File: config.mk
export PLATFORM = sky130hd
export DESIGN_NAME = apb_arbiter
export DESIGN_NICKNAME = d
export VERILOG_FILES = /design/src/rtl/apb_arbiter.sv
export SDC_FILE = /design/constraint.sdc
export NUM_CORES = 1
export LEC_CHECK = 0
export ABC_AREA = 1
export BUFFER_PORTS_ARGS = -buffer_cell sky130_fd_sc_hd__buf_4
export CORE_ASPECT_RATIO = 0.5
export CORE_MARGIN = 5
export CORE_UTILIZATION = 46
export CTS_CLUSTER_SIZE = 24
export DETAILED_ROUTE_END_ITERATION = 16
export PLACE_DENSITY = 0.8
export SLEW_MARGIN = 20
export SYNTH_ARGS = -nofsm -noshare
export SYNTH_HDL_FRONTEND = slang
export SYNTH_SLANG_ARGS = --single-unit
export TNS_END_PERCENT = 100
File: constraint.sdc
create_clock -name PCLK -period 3.05 [get_ports PCLK]
set_input_delay 0.1525 -clock PCLK [delete_from_list [all_inputs] [get_ports PCLK]]
set_output_delay 0.1525 -clock PCLK [all_outputs]
set_load 0.1 [all_outputs]
File: src/rtl/apb_arbiter.sv
// apb_arbiter: round-robin share of one APB master port among N_REQ requesters (optional watchdog: APB_ARB_TIMEOUT_EN).
// Latency: request -> m_psel +1, m_penable +2, s_pready +3 with a zero-wait slave; 4 cycles minimum per transfer.
// Backpressure: non-granted requesters hold their request; a slow slave stretches ACCESS (bounded only with the watchdog).
module apb_arbiter #(
  parameter int N_REQ          = 4,
  parameter int ADDR_WIDTH     = 13,
  parameter int DATA_WIDTH     = 32,
  parameter int TIMEOUT_CYCLES = 16
) (
  input  logic                        PCLK,
  input  logic                        PRESET,
  input  logic [N_REQ-1:0]            s_psel,
  input  logic [N_REQ-1:0]            s_penable,
  input  logic [N_REQ-1:0]            s_pwrite,
  input  logic [N_REQ*ADDR_WIDTH-1:0] s_paddr,
  input  logic [N_REQ*DATA_WIDTH-1:0] s_pwdata,
  output logic [DATA_WIDTH-1:0]       s_prdata,
  output logic [N_REQ-1:0]            s_pready,
  output logic [N_REQ-1:0]            s_pslverr,
  output logic                        m_psel,
  output logic                        m_penable,
  output logic                        m_pwrite,
  output logic [ADDR_WIDTH-1:0]       m_paddr,
  output logic [DATA_WIDTH-1:0]       m_pwdata,
  input  logic [DATA_WIDTH-1:0]       m_prdata,
  input  logic                        m_pready,
  input  logic                        m_pslverr,
  output logic [N_REQ-1:0]            grant
);

  localparam logic [1:0] ST_IDLE   = 2'd0;
  localparam logic [1:0] ST_SETUP  = 2'd1;
  localparam logic [1:0] ST_ACCESS = 2'd2;
  localparam logic [1:0] ST_DONE   = 2'd3;

  localparam int IW = (N_REQ > 1) ? $clog2(N_REQ) : 1;
  localparam int CW = IW + 1;

  logic [1:0]            state_q,      state_d;
  logic [IW-1:0]         last_grant_q, last_grant_d;
  logic [N_REQ-1:0]      grant_q,      grant_d;
  logic                  m_psel_q,     m_psel_d;
  logic                  m_penable_q,  m_penable_d;
  logic                  m_pwrite_q,   m_pwrite_d;
  logic [ADDR_WIDTH-1:0] m_paddr_q,    m_paddr_d;
  logic [DATA_WIDTH-1:0] m_pwdata_q,   m_pwdata_d;
  logic [DATA_WIDTH-1:0] s_prdata_q,   s_prdata_d;
  logic [N_REQ-1:0]      s_pready_q,   s_pready_d;
  logic [N_REQ-1:0]      s_pslverr_q,  s_pslverr_d;

`ifdef APB_ARB_TIMEOUT_EN
  localparam logic [7:0] TMO_LAST = 8'(TIMEOUT_CYCLES - 1);
  logic [7:0]            tmo_cnt_q,    tmo_cnt_d;
`endif

  logic [CW-1:0]         cand;
  logic [IW-1:0]         pick_idx;
  logic                  pick_vld;
  logic [N_REQ-1:0]      pick_oh;

  logic                  unused_inputs;
  assign unused_inputs = ^{s_penable, 32'(TIMEOUT_CYCLES)};

  // Search starts one past the previous owner, so a back-to-back requester yields.
  always_comb begin
    cand     = '0;
    pick_idx = '0;
    pick_vld = 1'b0;
    for (int i = 1; i <= N_REQ; i++) begin
      cand = {1'b0, last_grant_q} + CW'(i);
      if (cand >= CW'(N_REQ)) begin
        cand = cand - CW'(N_REQ);
      end
      if (!pick_vld && s_psel[cand[IW-1:0]]) begin
        pick_vld = 1'b1;
        pick_idx = cand[IW-1:0];
      end
    end
    pick_oh           = '0;
    pick_oh[pick_idx] = 1'b1;
  end

  always_comb begin
    state_d      = state_q;
    last_grant_d = last_grant_q;
    grant_d      = grant_q;
    m_psel_d     = m_psel_q;
    m_penable_d  = m_penable_q;
    m_pwrite_d   = m_pwrite_q;
    m_paddr_d    = m_paddr_q;
    m_pwdata_d   = m_pwdata_q;
    s_prdata_d   = s_prdata_q;
    s_pready_d   = s_pready_q;
    s_pslverr_d  = s_pslverr_q;
`ifdef APB_ARB_TIMEOUT_EN
    tmo_cnt_d    = tmo_cnt_q;
`endif
    case (state_q)
      ST_IDLE: begin
        if (pick_vld) begin
          m_psel_d     = 1'b1;
          m_penable_d  = 1'b0;
          m_pwrite_d   = s_pwrite[pick_idx];
          m_paddr_d    = s_paddr[pick_idx*ADDR_WIDTH +: ADDR_WIDTH];
          m_pwdata_d   = s_pwdata[pick_idx*DATA_WIDTH +: DATA_WIDTH];
          grant_d      = pick_oh;
          last_grant_d = pick_idx;
          state_d      = ST_SETUP;
        end
      end
      ST_SETUP: begin
        m_penable_d = 1'b1;
        state_d     = ST_ACCESS;
`ifdef APB_ARB_TIMEOUT_EN
        tmo_cnt_d   = '0;
`endif
      end
      ST_ACCESS: begin
        // grant_q is the owner, so the response is steered without decoding an index.
        if (m_pready) begin
          m_psel_d    = 1'b0;
          m_penable_d = 1'b0;
          s_prdata_d  = m_prdata;
          s_pready_d  = grant_q;
          s_pslverr_d = grant_q & {N_REQ{m_pslverr}};
          state_d     = ST_DONE;
        end
`ifdef APB_ARB_TIMEOUT_EN
        else if (tmo_cnt_q == TMO_LAST) begin
          m_psel_d    = 1'b0;
          m_penable_d = 1'b0;
          s_prdata_d  = '0;
          s_pready_d  = grant_q;
          s_pslverr_d = grant_q;
          state_d     = ST_DONE;
        end else begin
          tmo_cnt_d   = tmo_cnt_q + 8'd1;
        end
`endif
      end
      ST_DONE: begin
        s_pready_d  = '0;
        s_pslverr_d = '0;
        grant_d     = '0;
        state_d     = ST_IDLE;
      end
      default: begin
        state_d = ST_IDLE;
      end
    endcase
  end

  always_ff @(posedge PCLK or posedge PRESET) begin
    if (PRESET) begin
      state_q      <= ST_IDLE;
      last_grant_q <= IW'(N_REQ - 1);
      grant_q      <= '0;
      m_psel_q     <= 1'b0;
      m_penable_q  <= 1'b0;
      m_pwrite_q   <= 1'b0;
      m_paddr_q    <= '0;
      m_pwdata_q   <= '0;
      s_prdata_q   <= '0;
      s_pready_q   <= '0;
      s_pslverr_q  <= '0;
`ifdef APB_ARB_TIMEOUT_EN
      tmo_cnt_q    <= '0;
`endif
    end else begin
      state_q      <= state_d;
      last_grant_q <= last_grant_d;
      grant_q      <= grant_d;
      m_psel_q     <= m_psel_d;
      m_penable_q  <= m_penable_d;
      m_pwrite_q   <= m_pwrite_d;
      m_paddr_q    <= m_paddr_d;
      m_pwdata_q   <= m_pwdata_d;
      s_prdata_q   <= s_prdata_d;
      s_pready_q   <= s_pready_d;
      s_pslverr_q  <= s_pslverr_d;
`ifdef APB_ARB_TIMEOUT_EN
      tmo_cnt_q    <= tmo_cnt_d;
`endif
    end
  end

  assign s_prdata  = s_prdata_q;
  assign s_pready  = s_pready_q;
  assign s_pslverr = s_pslverr_q;
  assign m_psel    = m_psel_q;
  assign m_penable = m_penable_q;
  assign m_pwrite  = m_pwrite_q;
  assign m_paddr   = m_paddr_q;
  assign m_pwdata  = m_pwdata_q;
  assign grant     = grant_q;

endmodule

==> reports/metrics.csv <==
stage;metric;value;unit
run_status;status;complete, no violations;
logic_synthesis;avgSynthCellArea;6.43;sq um
timing;setup-violations-final;0;
cells_and_area;multi_input_area;3040;sq um
logic_synthesis;async_flop_share;100;%
cts;clk_pin_slew;70;ps
die;initial_core_util;47.0;%
critical_path;r2r_cells;14;
critical_path;worst-path-max-fanout;48;
job;cap_violations;0;
cts;cts_buffer_depth;2;
timing;tns;0;ps
detailed_routing;vias_per_cell;4.86;
logic_synthesis;yosys.area.top_type;dfrtp_1;
detailed_routing;wire_per_inst;13.8;microns
timing;rsz0062_at_grt;no;
placed_design;port_buffers;315;
timing;slew_headroom;41.5;%
critical_path;worst_ep_required_time;3320;ps
timing;period_needed;2590;ps
cells_and_area;layout.nets;1441;
cts;cts_tree;built;
detailed_routing;antenna_left;0;
detailed_routing;routed_wl;19.1;mm
global_routing;grt_util_met2;42.3;%
cts;cts_resized;0;
logic_synthesis;synth_nets;1159;
critical_path;r2r_setup_slack;460;ps
cts;cts-root-buf;clkbuf_16;
critical_path;end_kind;flop;
logic_synthesis;synth_edf_count;0;
timing;hold_viol;0;
die;die_area;15500;sq um
logic_synthesis;synth_top_area_share;39.5;%
global_routing;grt_pass1_wl;31.0;mm
die;fp.dieW;171;microns
global_routing;grt_pass1_vias;6433;
detailed_routing;drtIter0Drc;390;
logic_synthesis;netlist_instances;926;
worst_hold_path;hp-start;m_prdata[13];
placed_design;place_ws;468;ps
timing;fmax;0.386;GHz
logic_synthesis;yosys_most_used_dff;dfrtp_1;
die;core;12700;sq um
placed_design;post-dp-hpwl;14.2;mm
detailed_routing;route.detailed.drc;0;
timing;period_share;84.9;%
cts;cts_max_level;3;
placed_design;place.gp.congestion;0.840;
cts;numCtsBuffers;9;
logic_synthesis;ys_ff_latch;96;
critical_path;critPathArrivalTime;2860;ps
cells_and_area;num-fill-cells;1135;
die;std_cell_rows;29;
timing;worst_slew_pin_slew;876;ps
critical_path;critPathLaunchType;flop;
critical_path;reg2reg_from;last_grant_q[1]$_DFFE_PP1P_;
global_routing;use_met3;4.98;%
critical_path;crit_type;flop to flop;
global_routing;grt_usage;24.1;%
detailed_routing;dr.pass1.iters;5;
detailed_routing;vias;6724;
die;ioPinCount;320;
cts;clock_latency;330;ps
global_routing;grt_start_max_net_pins;93;
die;die_height;90.5;microns
cells_and_area;ff_latch_area;2400;sq um
logic_synthesis;ys_warn_count;0;
cells_and_area;n_antenna_cell;0;
cells_and_area;final_layout_size_suffix_gt1_share;29.9;%
cts;clkSinkCount;96;
logic_synthesis;yosys.cell_types.count;24;
timing;fin_skew;6.67;ps
timing;fin_ws;461;ps
logic_synthesis;yosysSeqAreaShare;40.4;%
global_routing;met1_usage;30.4;%
worst_hold_path;hold_depth;3;
worst_hold_path;hold_class;input port to flop;
logic_synthesis;synth_most_common_cell;nand2_1;
global_routing;grt_remaining_overflow;0;
logic_synthesis;synth_commonest_cells;nand2_1, nand3_1, dfrtp_1, inv_1, buf_2;
worst_hold_path;whs_endpoint;s_prdata[13]$_DFFE_PP0P_;
global_routing;antenna_found_initial;0;
timing;finalMaxSlewViolations;0;
critical_path;reg2reg_to;m_pwdata[20]$_DFFE_PP0P_;
logic_synthesis;netlist_area;5950;sq um
global_routing;busiest_layer;met2;
logic_synthesis;synth.area.top_cells;dfrtp_1, nand2_1, nand3_1, buf_6, buf_2;
cells_and_area;area_growth;43.6;%
==> stage by stage <==
step | instance area (sq um) | hold WS, ps | util (%) | cells
2_1_floorplan | 5950 | 262 | - | 926
3_3_place_gp | 8250 | 312 | 65.2 | 1365
3_5_place_dp | 8250 | 328 | 65.2 | 1365
4_1_cts | 8550 | 0.386 | 67.5 | 1383
5_1_grt | 8550 | 9.91 | 67.5 | 1383
6_report | 8550 | 9.05 | 67.5 | 1383
==> kinds of logic after synthesis <==
kind of cell	after synthesis	share of synthesized area (%)
adder cells (fa/ha/maj)	5	1.05
AO/OA/AOI/OAI	25	2.31
flip-flops	96	40.4
buffers and inverters	89	8.57
AND/OR/NAND/NOR	711	47.7
==> how the worst max path moves through the flow <==
stage / from / endpoint / slack (ps)
after floorplan: PRESET / grant[0]$_DFFE_PP0P_ / 400
after global placement: last_grant_q[0]$_DFFE_PP1P_ / m_pwdata[12]$_DFFE_PP0P_ / 540
final: last_grant_q[1]$_DFFE_PP1P_ / m_pwdata[20]$_DFFE_PP0P_ / 460
after detailed placement: last_grant_q[0]$_DFFE_PP1P_ / m_paddr[2]$_DFFE_PP0P_ / 470
after global routing: last_grant_q[1]$_DFFE_PP1P_ / m_pwdata[16]$_DFFE_PP0P_ / 210
after CTS: last_grant_q[0]$_DFFE_PP1P_ / m_pwdata[20]$_DFFE_PP0P_ / 460
==> layout make-up <==
class	count	share of cell area, %
clock buffer	10	2.68
clock inverter	6	0.629
inverter	31	1.42
multi-input combinational	741	35.6
sequential	96	28.1
tap	170	2.49
timing repair buffer	329	29.1
==> flip-flops by register name, summed over array words and instances, names as in the netlist <==
register / flops
m_pwdata: 32
s_prdata: 32
m_paddr: 13
grant: 4
s_pready: 4
s_pslverr: 4
last_grant_q: 2
state_q: 2
m_penable: 1
m_psel: 1
m_pwrite: 1
==> critical path, stage by stage (launching register included) <==
cell	delay, ps
dfstp_2	610
nand2_1	100
nand2_2	90
nand2_1	60
nand2_2	110
nor2_4	60
nand3_1	70
nand2_1	80
inv_2	70
nand2_4	170
inv_2	710
nand2_1	120
nand2_1	130
nand2_1	50
nand2_1	80
==> placed cells by master, fill, tap and decap left out, types with 2 or more instances in the layout <==
cell	instances
ha_1	5
nand2_2	9
inv_1	23
clkinvlp_4	3
nand2_1	592
nand4_1	2
o21ai_1	2
nor2_1	4
dfstp_2	2
dlygate4sd3_1	2
inv_2	5
o21ai_0	13
nand3_1	101
inv_8	2
clkbuf_16	9
o22ai_1	8
dfrtp_1	94
buf_4	326
inv_4	2
==> timing repair <==
item                                   CTS  global route
setup buffers                            0             0
endpoints found under the hold margin   54             0
hold buffers                             2             0
==> metal layers <==
metal	wire length [microns]	vias up
met3	1370	33
met4	414	0
li1	-	3415
met1	7750	3011
met2	9550	265
met5	0	-
Power is not shown: default switching activity piles up to over one toggle a cycle in this logic, so the estimate is an artifact.
